`src/rtl/data_mem_arbiter_pkg.sv`:
```
// Shared types for the data_mem arbiter: the data-memory word and byte-select
// types, the arbiter FSM state encoding and the muxed memory request bundle.
package data_mem_arbiter_pkg;

  typedef logic [31:0] word_t;
  typedef logic [3:0]  byte_sel_t;

  typedef enum logic [1:0] {
    ARB_CORE_PRI  = 2'd0,
    ARB_DBG_FORCE = 2'd1,
    ARB_DBG_LOCK  = 2'd2
  } arb_state_t;

  typedef struct packed {
    byte_sel_t wr_sel;
    word_t     addr;
    word_t     wr_data;
  } mem_req_t;

  // An all-zero byte select marks a read access.
  function automatic logic is_read(input byte_sel_t sel);
    return (sel == '0);
  endfunction

endpackage

```
`src/rtl/arb_starve_counter.sv`:
```
// Saturating wait counter for the debug requester.
//   clk         : system clock
//   rst         : synchronous active-high reset
//   inc_i       : debug is requesting but was not granted this cycle
//   clr_i       : debug was granted or is not requesting
//   cnt_o       : current wait count (saturates at LIMIT)
//   limit_hit_o : this cycle's increment reaches LIMIT
module arb_starve_counter #(
  parameter int unsigned LIMIT = 8,
  parameter int unsigned W     = 8
) (
  input  logic         clk,
  input  logic         rst,
  input  logic         inc_i,
  input  logic         clr_i,
  output logic [W-1:0] cnt_o,
  output logic         limit_hit_o
);

  localparam logic [W:0] LimitExt = (W+1)'(LIMIT);

  logic [W-1:0] cnt_q, cnt_d;
  logic [W:0]   cnt_inc;

  // One extra bit so the compare against LIMIT cannot wrap.
  assign cnt_inc     = {1'b0, cnt_q} + {{W{1'b0}}, 1'b1};
  assign limit_hit_o = inc_i && !clr_i && (cnt_inc == LimitExt);
  assign cnt_o       = cnt_q;

  always_comb begin
    cnt_d = cnt_q;
    if (clr_i) begin
      cnt_d = '0;
    end else if (inc_i && (cnt_inc <= LimitExt)) begin
      cnt_d = cnt_inc[W-1:0];
    end
  end

  always_ff @(posedge clk) begin
    if (rst) cnt_q <= '0;
    else     cnt_q <= cnt_d;
  end

endmodule

```
`src/rtl/data_mem_arbiter.sv`:
```
// Arbitrates the single-port data_mem between the core load/store path and the
// debug/loader path. Core has fixed priority; a starvation counter forces a
// debug grant after STARVE_LIMIT waiting cycles, and dbg_lock holds exclusive
// debug ownership for bursts. Read data is registered per requester.
//   clk, rst                     : clock, synchronous active-high reset
//   core_req/wr_sel/addr/wr_data : core access request (wr_sel == 0 is a read)
//   core_gnt                     : combinational grant for the current cycle
//   core_rd_data/rd_valid        : registered read return, valid for one cycle
//   dbg_*                        : same set for the debug port, plus dbg_lock
//   mem_wr_sel/addr/wr_data      : muxed request to data_mem
//   mem_rd_data                  : combinational read data from data_mem
//
// state          | meaning
// ARB_CORE_PRI   | core wins when requesting, otherwise debug
// ARB_DBG_FORCE  | debug waited STARVE_LIMIT cycles, debug granted over core
// ARB_DBG_LOCK   | debug owns the memory until dbg_lock drops
module data_mem_arbiter
  import data_mem_arbiter_pkg::*;
#(
  parameter int unsigned STARVE_LIMIT = 8,
  parameter int unsigned CNT_W        = 8
) (
  input  logic      clk,
  input  logic      rst,
  input  logic      core_req,
  input  byte_sel_t core_wr_sel,
  input  word_t     core_addr,
  input  word_t     core_wr_data,
  output logic      core_gnt,
  output word_t     core_rd_data,
  output logic      core_rd_valid,
  input  logic      dbg_req,
  input  byte_sel_t dbg_wr_sel,
  input  word_t     dbg_addr,
  input  word_t     dbg_wr_data,
  input  logic      dbg_lock,
  output logic      dbg_gnt,
  output word_t     dbg_rd_data,
  output logic      dbg_rd_valid,
  output byte_sel_t mem_wr_sel,
  output word_t     mem_addr,
  output word_t     mem_wr_data,
  input  word_t     mem_rd_data
);

  arb_state_t       state_q, state_d;
  logic [CNT_W-1:0] starve_cnt;
  logic             starve_hit;
  mem_req_t         core_port, dbg_port, mem_sel;

  word_t core_rd_data_q, dbg_rd_data_q;
  logic  core_rd_valid_q, dbg_rd_valid_q;

  arb_starve_counter #(
    .LIMIT (STARVE_LIMIT),
    .W     (CNT_W)
  ) u_starve (
    .clk         (clk),
    .rst         (rst),
    .inc_i       (dbg_req && !dbg_gnt),
    .clr_i       (dbg_gnt || !dbg_req),
    .cnt_o       (starve_cnt),
    .limit_hit_o (starve_hit)
  );

  // State register
  always_ff @(posedge clk) begin
    if (rst) state_q <= ARB_CORE_PRI;
    else     state_q <= state_d;
  end

  // Next-state logic
  always_comb begin
    state_d = state_q;
    case (state_q)
      ARB_CORE_PRI: begin
        if (dbg_gnt && dbg_lock) state_d = ARB_DBG_LOCK;
        else if (starve_hit)     state_d = ARB_DBG_FORCE;
      end
      ARB_DBG_FORCE: begin
        state_d = (dbg_gnt && dbg_lock) ? ARB_DBG_LOCK : ARB_CORE_PRI;
      end
      ARB_DBG_LOCK: begin
        if (!dbg_lock) state_d = ARB_CORE_PRI;
      end
      default: state_d = ARB_CORE_PRI;
    endcase
  end

  // Grant outputs; no grant while rst is high so nothing is written in reset.
  always_comb begin
    core_gnt = 1'b0;
    dbg_gnt  = 1'b0;
    if (!rst) begin
      case (state_q)
        ARB_CORE_PRI: begin
          core_gnt = core_req;
          dbg_gnt  = dbg_req && !core_req;
        end
        ARB_DBG_FORCE: begin
          // If debug withdrew while being forced, let the core use the slot.
          dbg_gnt  = dbg_req;
          core_gnt = core_req && !dbg_req;
        end
        ARB_DBG_LOCK: begin
          dbg_gnt = dbg_req;
        end
        default: ;
      endcase
    end
  end

  assign core_port = '{wr_sel: core_wr_sel, addr: core_addr, wr_data: core_wr_data};
  assign dbg_port  = '{wr_sel: dbg_wr_sel,  addr: dbg_addr,  wr_data: dbg_wr_data};

  // Idle memory cycles present the core address with writes disabled.
  always_comb begin
    mem_sel        = core_port;
    mem_sel.wr_sel = '0;
    if (dbg_gnt)       mem_sel = dbg_port;
    else if (core_gnt) mem_sel = core_port;
  end

  assign mem_wr_sel  = mem_sel.wr_sel;
  assign mem_addr    = mem_sel.addr;
  assign mem_wr_data = mem_sel.wr_data;

  always_ff @(posedge clk) begin
    if (rst) begin
      core_rd_data_q  <= '0;
      core_rd_valid_q <= 1'b0;
      dbg_rd_data_q   <= '0;
      dbg_rd_valid_q  <= 1'b0;
    end else begin
      core_rd_valid_q <= core_gnt && is_read(core_wr_sel);
      dbg_rd_valid_q  <= dbg_gnt && is_read(dbg_wr_sel);
      if (core_gnt && is_read(core_wr_sel)) core_rd_data_q <= mem_rd_data;
      if (dbg_gnt && is_read(dbg_wr_sel))   dbg_rd_data_q  <= mem_rd_data;
    end
  end

  assign core_rd_data  = core_rd_data_q;
  assign core_rd_valid = core_rd_valid_q;
  assign dbg_rd_data   = dbg_rd_data_q;
  assign dbg_rd_valid  = dbg_rd_valid_q;

endmodule

```
`config.mk`:
```
export PLATFORM = sky130hd
export DESIGN_NAME = data_mem_arbiter
export DESIGN_NICKNAME = d
export VERILOG_FILES = /design/src/rtl/data_mem_arbiter_pkg.sv /design/src/rtl/arb_starve_counter.sv /design/src/rtl/data_mem_arbiter.sv
export SDC_FILE = /design/constraint.sdc
export NUM_CORES = 1
export LEC_CHECK = 0
export BUFFER_PORTS_ARGS = -buffer_cell sky130_fd_sc_hd__buf_2
export CAP_MARGIN = 15
export CORE_AREA = 4 4 119 121
export DETAILED_ROUTE_END_ITERATION = 6
export DIE_AREA = 0 0 123 125
export GPL_ROUTABILITY_DRIVEN = 0
export PLACE_DENSITY_LB_ADDON = 0.25
export SLEW_MARGIN = 20
export SYNTH_ARGS = -nofsm -noshare
export SYNTH_HDL_FRONTEND = slang
export SYNTH_HIERARCHICAL = 1
export SYNTH_SLANG_ARGS = --single-unit
```
`constraint.sdc`:
```
create_clock -name clk -period 6.3 [get_ports clk]
set_input_delay 0.63 -clock clk [delete_from_list [all_inputs] [get_ports clk]]
set_output_delay 0.63 -clock clk [all_outputs]
set_load 0.01 [all_outputs]
```
==> impl_metrics.env, run 1 <==
export IMPL_outcome="finished clean"
export IMPL_start_util_pct=29.6
export IMPL_fin_tns_setup_ps=0
export IMPL_grt_util_all_layers_pct=18.9
export IMPL_yosysWarnings=6
export IMPL_path_cells="inv_1, ha_1, nor2b_2, o21ai_4, inv_4, nor2_1, a22o_1, buf_2"
export IMPL_rsz0062_at_grt="no"
export IMPL_first_iter_violations=204
export IMPL_antenna_left=0
export IMPL_fin_ws_ps=3070
export IMPL_grt_pass1_wl_um=22500
export IMPL_insertion_delay_ps=330
export IMPL_fmaxAchievable_ghz=0.309
export IMPL_grt_pass1_vias=4148
export IMPL_cp_max_fo=71
export IMPL_clkTransAtPathRegs_ps=50
export IMPL_end_kind="output port"
export IMPL_worst_pin_slew_ps=735
export IMPL_place_area_um2=5500
export IMPL_rrSetupSlack_ps=3380
export IMPL_die_width_um=123
export IMPL_syn_area_um2=3880
export IMPL_design_core_area_um2=13100
export IMPL_peakVddDrop_mv=0.139
export IMPL_fin_worst_skew_ps=4.60
export IMPL_maxCapViolations=0
export IMPL_synth_compound_area_share_pct=4.61
export IMPL_rows=42
export IMPL_hold_class="reg -> reg"
export IMPL_post_cts_buffers=0
export IMPL_cts_hold_buf=0
export IMPL_dieArea_um2=15400
export IMPL_synth_xor_area_share_pct=0.226
export IMPL_worstSetupPathType="reg -> out"
export IMPL_power_density_nw_per_um2=198
export IMPL_antenna_found_initial=1
export IMPL_drt_wl_total_um=15500
export IMPL_wl_per_cell_um=15.9
export IMPL_synth_mux_area_share_pct=17.6
export IMPL_max_stage_delay_ps=540
export IMPL_stdcell_area_um2=5760
export IMPL_hpwlAfterDp_um=12300
export IMPL_synthCells=501
export IMPL_start_kind="register"
export IMPL_clkSinkCount=76
export IMPL_clockBufferDepth=2
export IMPL_detailedRoute_firstPassIterationCount=4
export IMPL_syn_nets=680
export IMPL_avgSynthCellArea_um2=7.74
export IMPL_antenna_cells=0
export IMPL_drc=0
export IMPL_grt_max_degree=72
export IMPL_synth_top_family_by_area="simple AND/OR/NAND/NOR gates"
export IMPL_post_cts_resized=0
export IMPL_via_count=4304
export IMPL_ys_types=38
export IMPL_finalCritPeriodShare_pct=51.3
export IMPL_grt_overflow_total=0
export IMPL_area_growth_pct=48.5
export IMPL_hold_violations=0
export IMPL_fin_hold_ws_ps=479
export IMPL_slowest_stage="inv_4"
export IMPL_power_leakage_nw=3.63
export IMPL_synthFlopType="dfxtp_1"
export IMPL_synth_seq_cells=76
export IMPL_cts_root_buf="clkbuf_16"
export IMPL_routed_via_density=4.41
export IMPL_async_flop_share_pct=0
export IMPL_cts_tree="built"
export IMPL_slew_headroom_pct=51.0
export IMPL_setup_violations=0
export IMPL_synthAdderAreaFrac_pct=1.94
export IMPL_period_needed_ps=3230
export IMPL_critPathArrivalTime_ps=2600
export IMPL_yosys_area_share_simple_pct=30.8
export IMPL_drive_above_1_share_pct=42.1
export IMPL_synth_edff_count=0
export IMPL_critical_path_required_ps=5670
export IMPL_slew_violations=0
export IMPL_io_pins=309
export IMPL_place_ws_ps=3300
export IMPL_die_y_um=125
export IMPL_final_nets=975
export IMPL_yosysSeqAreaShare_pct=39.2
export IMPL_cts_max_level=3
export IMPL_portBuffers=308
export IMPL_cts_inserted_buffers=9
worst max-delay path: cells and delay by family (launching register included):
kind,cells,cell delay [ps]
buffers and inverters,3,790
adders and majority gates,1,300
AOI/OAI and AO/OA,2,340
and+or+nand+nor,2,520
DFF,1,340
layout make-up:
| class | instances | area, um2 |
|---|---|---|
| timing repair buffer | 312 | 1570 |
| clock inverter | 5 | 30.0 |
| fill | 1399 | 7330 |
| inverter | 8 | 32.5 |
| sequential | 76 | 1520 |
| clock buffer | 10 | 229 |
| tap | 176 | 220 |
| multi-input combinational | 389 | 2150 |
placed cells by master, fill, tap and decap left out, drive strengths merged, types with 2 or more instances in the layout:
cell / n
nand2: 201
a21oi: 2
ha: 6
nor2: 70
nand4: 3
o211ai: 3
o21ai: 5
nor4: 2
inv: 8
nor2b: 3
or3: 2
clkinv: 3
a31oi: 3
clkbuf: 10
mux2i: 68
and2: 4
dfxtp: 76
clkinvlp: 2
a22o: 4
buf: 312
sequential cells by signal (all words and copies together) (netlist names):
register        count
dbg_rd_data        32
u_starve/cnt_o      8
state_q             2
core_rd_data       32
core_rd_valid       1
dbg_rd_valid        1
path summary, 6_finish.rpt:
| kind | to | depth (start not counted) | startpoint |
|---|---|---|---|
| worst max-delay path | mem_wr_sel[3] | 8 | state_q[1] |
| worst min-delay path | u_starve/cnt_o[5] | 1 | u_starve/cnt_o[5] |
| worst max register to register | state_q[1] | 13 | state_q[1] |
| worst min register to register | u_starve/cnt_o[5] | 1 | u_starve/cnt_o[5] |
Yosys cell counts, types with 4 or more instances:
cell type	n	area [um2]
inv_1	7	26.3
dfxtp_1	76	1520
and2_1	4	25.0
ha_1	6	75.1
nor2_1	70	263
buf_4	6	45.0
a22o_1	4	35.0
nand2_1	201	754
mux2i_1	68	681
buf_6	7	78.8
buf_2	7	35.0
clkbuf_1	8	30.0
o21ai_0	4	20.0
kinds of logic (layout without fill, tap and decap cells):
| group | after synthesis | after routing |
|---|---|---|
| flops | 76 | 76 |
| mux | 68 | 68 |
| compound gates | 22 | 22 |
| xor+xnor | 1 | 1 |
| buf+inv | 36 | 335 |
| fa+ha+maj | 6 | 6 |
| simple gates | 292 | 292 |
where the power goes:
group	leakage, nW	internal (mW)	total (mW)	switching [mW]
logic	2.89	0.0902	0.206	0.116
registers	0.613	0.484	0.486	0.00238
clock network	0.124	0.262	0.449	0.187
layer usage:
layer  share of wire (%)  wire (um)  up-vias  GRT usage (%)
li1                    -          -     2201              -
met1                  42       6490     1900           22.3
met2                  46       7200      179           32.1
met3                 9.9       1540       22           6.41
met4                 1.9        301        2           5.86
met5               0.084         13        -              0
metrics by stage:
stage / instances / util, % / power (mW)
finish: 976 / 44.0 / 1.14
global route: 976 / 44.0 / 1.20
CTS: 976 / 44.0 / 1.16
detailed placement: 961 / 42.0 / 0.705
global placement: 961 / 42.0 / 0.706
floorplan: 501 / - / 0.589
No activity file was read; power rests on OpenSTA's default activity.
==> run 2: changes to the inputs <==
- ABC_AREA: default -> 1
- CORE_AREA: 4 4 119 121 -> 4 4 118 120
- DIE_AREA: 0 0 123 125 -> 0 0 122 124
- clock period: 6.3 -> 2.7 ns (I/O delays scaled with it)
==> run 2 against run 1 <==
Against the previous run:
- count of clock-buffer cells in the layout rose by 1
- core utilization rose by 3.3 points
- sequential power grew 140%
- global-route usage rose by 0.80 points
- design area is 6.6% higher
- critical endpoint is now mem_wr_sel[0]
- highest routed layer unchanged
==> impl_metrics.env, run 2 <==
export IMPL_power_density_nw_per_um2=506
export IMPL_worst_pin_slew_ps=615
export IMPL_final_cell_mix="buf_2 (308), nand2_1 (265), nor2_1 (147), dfxtp_1 (76), nand3b_1 (33)"
export IMPL_switchingPower_mw=0.848
export IMPL_finalNonFillerCells=1138
export IMPL_comb_power_share_pct=21.8
export IMPL_antenna_cells=0
export IMPL_cts_tree="built"
export IMPL_dieArea_um2=15100
export IMPL_detailedRoute_firstPassIterationCount=4
export IMPL_drt_wl_total_um=15900
export IMPL_yosysSeqAreaShare_pct=36.8
export IMPL_syn_area_um2=4130
export IMPL_final_util_pct=47.3
export IMPL_design_core_area_um2=13000
export IMPL_cts_hold_buf=0
export IMPL_grt_pass1_wl_um=23200
export IMPL_antenna_left=0
export IMPL_clockPowerShare_pct=41.0
export IMPL_cts_inserted_buffers=9
export IMPL_start_kind="register"
export IMPL_cts_root_buf="clkbuf_16"
export IMPL_setup_violations=0
export IMPL_rows=42
export IMPL_synth_seq_cells=76
export IMPL_avgSynthCellArea_um2=6.24
export IMPL_slew_violations=0
export IMPL_grt_pass1_vias=4625
export IMPL_clkSinkCount=76
export IMPL_yosysMostFrequentCell="nand2_1"
export IMPL_grt_overflow_total=0
export IMPL_syn_nets=841
export IMPL_drive_above_1_share_pct=36.7
export IMPL_p_seq_share_pct=37.2
export IMPL_period_needed_ps=2390
export IMPL_critical_path_required_ps=2430
export IMPL_first_iter_violations=210
export IMPL_start_util_pct=31.8
export IMPL_grt_util_all_layers_pct=19.7
export IMPL_regArea_um2=1520
export IMPL_hold_class="in -> reg"
export IMPL_wl_per_cell_um=13.9
export IMPL_die_width_um=122
export IMPL_dp_cells=1122
export IMPL_routed_via_density=4.40
export IMPL_grt_max_degree=70
export IMPL_maxCapViolations=0
export IMPL_async_flop_share_pct=0
export IMPL_synth_edff_count=0
export IMPL_synthCells=662
export IMPL_synthFlopType="dfxtp_1"
export IMPL_fillers=1423
export IMPL_post_cts_resized=0
export IMPL_slew_headroom_pct=59.0
export IMPL_critPathArrivalTime_ps=2120
export IMPL_yosys_area_top_type="dfxtp_1"
export IMPL_ys_top_cells_by_count="nand2_1 (265), nor2_1 (147), dfxtp_1 (76), nand3b_1 (33), o21ai_0 (21)"
export IMPL_portBuffers=308
export IMPL_fmaxAchievable_ghz=0.419
export IMPL_end_kind="output port"
export IMPL_fin_hold_ws_ps=140
export IMPL_antenna_found_initial=2
export IMPL_insertion_delay_ps=330
export IMPL_ys_types=30
export IMPL_hold_violations=0
export IMPL_power_leakage_nw=3.41
export IMPL_post_cts_buffers=0
export IMPL_peakVddDrop_mv=0.298
export IMPL_fin_tns_setup_ps=0
export IMPL_hpwlAfterDp_um=12700
export IMPL_p_sw_share_pct=27.3
export IMPL_p_int_mw=2.26
export IMPL_cp_max_fo=69
export IMPL_yosys_area_top_type_share_pct=36.8
export IMPL_p_total_mw=3.10
export IMPL_final_nets=1136
export IMPL_cts_max_level=3
export IMPL_clockBufferDepth=2
export IMPL_io_pins=309
export IMPL_outcome="finished clean"
export IMPL_rsz0062_at_grt="no"
export IMPL_area_growth_pct=48.5
export IMPL_worstSetupPathType="reg -> out"
export IMPL_final_common_cell="buf_2"
export IMPL_clkTransAtPathRegs_ps=50
export IMPL_multiInputGateArea_um2=2300
export IMPL_synth_area_leaders="dfxtp_1 (37%), nand2_1 (24%), nor2_1 (13%), nand3b_1 (6.0%), o21ai_0 (2.5%)"
export IMPL_finalCritPeriodShare_pct=88.4
export IMPL_via_count=5007
export IMPL_die_y_um=124
export IMPL_yosysWarnings=6
export IMPL_fin_worst_skew_ps=2.45
export IMPL_drc=0
## run 2: worst paths after layout
kind	startpoint	endpoint	slack, ps	depth (start not counted)
setup / recovery	state_q[0]	mem_wr_sel[0]	310	9
hold reg to reg	core_rd_data[11]	core_rd_data[11]	460	2
setup reg to reg	state_q[0]	state_q[1]	340	17
hold / removal	dbg_wr_sel[3]	dbg_rd_valid	140	2
## run 2: kinds of logic after synthesis
family | Yosys count | share of synthesized area [%]
adder cells (fa/ha/maj) | 6 | 1.82
AO/OA/AOI/OAI | 43 | 5.66
buffers and inverters | 62 | 7.54
AND/OR/NAND/NOR | 475 | 48.2
flip-flops | 76 | 36.8
## run 2: power by group through the flow
stage               Clock, mW  Sequential (mW)  Combinational, mW
floorplan                   0             1.18              0.347
global route             1.35             1.16              0.761
finish                   1.27             1.15              0.677
CTS                      1.31             1.15              0.689
global placement            0             1.18              0.683
detailed placement          0             1.18              0.686
## run 2: layer usage
layer  vias to the layer above  track usage (%)  wire length [um]
met2                       190             33.5              7660
met1                      2146             22.3              6180
met3                        30             6.72              1430
met5                         -                0                27
li1                       2637                -                 -
met4                         4             9.10               546
## run 2: layout make-up
| cell class | instances | area share, % |
|---|---|---|
| Multi-Input combinational cell | 524 | 37.6 |
| Timing Repair Buffer | 321 | 27.3 |
| Sequential cell | 76 | 24.8 |
| Clock buffer | 11 | 3.96 |
| Tap cell | 176 | 3.59 |
| Inverter | 25 | 1.55 |
| Clock inverter | 5 | 1.22 |
## run 2: critical path, stage by stage, from the launching register on
cell	delay (ps)
dfxtp_1	380
inv_1	80
ha_1	300
inv_1	50
nand2_1	80
nand2_2	140
buf_12	270
nand2_1	130
o22ai_1	140
buf_2	160
## run 2: metrics by stage
step                      setup slack [ps]  instance area [um2]
after floorplan                        358                 4130
after global placement                 425                 5820
after detailed placement               332                 5820
after CTS                              300                 6140
after global routing                  97.3                 6140
final                                  312                 6140
==> run 3: changes to the inputs <==
==> constraint.sdc (replaced) <==
create_clock -name clk -period 2.7 [get_ports clk]
set_input_delay 0.675 -clock clk [delete_from_list [all_inputs] [get_ports clk]]
set_output_delay 0.675 -clock clk [all_outputs]
set_load 0.01 [all_outputs]
==> run 3 against run 2 <==
Against the previous run:
- critical path depth is the same
- design area grew 2.8%
- fmax shrank 7.8%
- register-to-register slack gained 30 ps
- largest power group unchanged
==> impl_metrics.env, run 3 (same netlist as run 2, synthesis figures left out) <==
export IMPL_final_cell_mix="buf_2 (307), nand2_1 (264), nor2_1 (147), dfxtp_1 (74), nand3b_1 (33)"
export IMPL_final_common_cell="buf_2"
export IMPL_antenna_left=0
export IMPL_grtUsageMet3_pct=6.63
export IMPL_grt_overflow_total=0
export IMPL_cts_tree="built"
export IMPL_power_leakage_nw=3.49
export IMPL_hpwlAfterDp_um=12700
export IMPL_detailedRoute_firstPassIterationCount=4
export IMPL_fmaxAchievable_ghz=0.386
export IMPL_grt_pass1_vias=4573
export IMPL_final_nets=1142
export IMPL_io_pins=309
export IMPL_rows=42
export IMPL_critical_path_required_ps=2030
export IMPL_clkTransAtPathRegs_ps=60
export IMPL_start_kind="register"
export IMPL_cts_inserted_buffers=9
export IMPL_drt_wl_total_um=16200
export IMPL_clkSinkCount=76
export IMPL_hold_violations=0
export IMPL_grt_max_degree=42
export IMPL_outcome="finished clean"
export IMPL_portBuffers=308
export IMPL_drc=0
export IMPL_fillers=1421
export IMPL_grt_util_all_layers_pct=19.9
export IMPL_clockBufferDepth=2
export IMPL_via_count=5052
export IMPL_setup_violations=0
export IMPL_worst_pin_slew_ps=512
export IMPL_wl_per_cell_um=14.2
export IMPL_design_core_area_um2=13000
export IMPL_final_util_pct=48.6
export IMPL_die_width_um=122
export IMPL_grt_util_met1_pct=22.1
export IMPL_hold_class="reg -> reg"
export IMPL_power_density_nw_per_um2=532
export IMPL_antenna_found_initial=3
export IMPL_die_y_um=124
export IMPL_period_needed_ps=2590
export IMPL_worstSetupPathType="reg -> out"
export IMPL_slew_violations=0
export IMPL_place_ws_ps=97.5
export IMPL_busiest_layer="met2"
export IMPL_drive_above_1_share_pct=37.5
export IMPL_maxCapViolations=0
export IMPL_cts_hold_buf=0
export IMPL_fin_ws_ps=111
export IMPL_slew_headroom_pct=65.8
export IMPL_first_iter_violations=293
export IMPL_grt_pass1_wl_um=23400
export IMPL_dieArea_um2=15100
export IMPL_start_util_pct=31.8
export IMPL_finalCritPeriodShare_pct=95.9
export IMPL_insertion_delay_ps=340
export IMPL_fin_worst_skew_ps=6.87
export IMPL_met2_usage_pct=35.0
export IMPL_peakVddDrop_mv=0.245
export IMPL_rsz0062_at_grt="yes"
export IMPL_end_kind="output port"
export IMPL_area_growth_pct=52.7
export IMPL_cts_max_level=3
export IMPL_critPathArrivalTime_ps=1910
export IMPL_cp_max_fo=26
export IMPL_routed_via_density=4.41
export IMPL_cts_root_buf="clkbuf_16"
==> run 3: cell types whose count changed in the layout (fill, tap and decap cells not counted), moves of 2 or more <==
| cell | previous run | this run |
|---|---|---|
| buf_4 | 10 | 13 |
| clkinv_2 | 4 | 1 |
| bufinv_16 | 2 | 4 |
| dfxtp_1 | 76 | 74 |
| dfxtp_2 | 0 | 2 |
| inv_6 | 0 | 2 |
==> run 3: final cells by class <==
class	instances	area [um2]	area share, %
Inverter	25	97.6	1.55
Antenna cell	1	2.50	0.0397
Sequential cell	76	1520	24.2
Multi-Input combinational cell	524	2310	36.7
Timing Repair Buffer	327	1780	28.2
Tap cell	176	220	3.49
Clock inverter	7	146	2.32
Clock buffer	9	225	3.57
==> run 3: worst paths after layout <==
path                    from         endpoint  slack, ps  cells past startpoint
max               state_q[0]  mem_wr_data[27]        110                      9
min          core_rd_data[6]  core_rd_data[6]        460                      2
max reg2reg       state_q[0]       state_q[1]        370                     17
min reg2reg  core_rd_data[6]  core_rd_data[6]        460                      2
==> run 3: through the flow <==
step / total power, mW / instance area, um2 / hold slack [ps] / cells / TNS (ps)
2_1_floorplan: 1.53 / 4130 / 432 / 662 / 0
3_3_place_gp: 1.86 / 5850 / 444 / 1126 / 0
3_5_place_dp: 1.87 / 5850 / 451 / 1126 / 0
4_1_cts: 3.37 / 6260 / 464 / 1143 / 0
5_1_grt: 3.51 / 6300 / 480 / 1144 / -386
6_report: 3.35 / 6310 / 462 / 1145 / 0
==> run 3: timing repair <==
action / CTS / global route
resized for setup: 4 / 5
gates cloned: 1 / 1
endpoints found under the setup margin: 23 / 66
endpoints found under the hold margin: 0 / 0
pin swaps: 0 / 1
setup buffers: 0 / 0
==> run 3: power by group <==
| part | internal, mW | switching, mW | leakage [nW] |
|---|---|---|---|
| registers | 1.14 | 0.0147 | 0.614 |
| clock network | 1.00 | 0.483 | 0.181 |
| logic | 0.311 | 0.400 | 2.69 |
| total | 2.46 | 0.898 | 3.49 |
==> run 3: layer usage <==
metal	up-vias	wire, um
met2	199	8170
met1	2168	6110
li1	2652	-
met4	6	440
met3	27	1470
met5	-	40
==> run 3: critical path, stage by stage, from the launching register on <==
cell	delay, ps
dfxtp_2	360
inv_1	60
ha_1	280
inv_1	70
nand2_2	90
nand2_4	130
bufbuf_16	330
nand2_1	70
nand2_1	60
buf_2	130
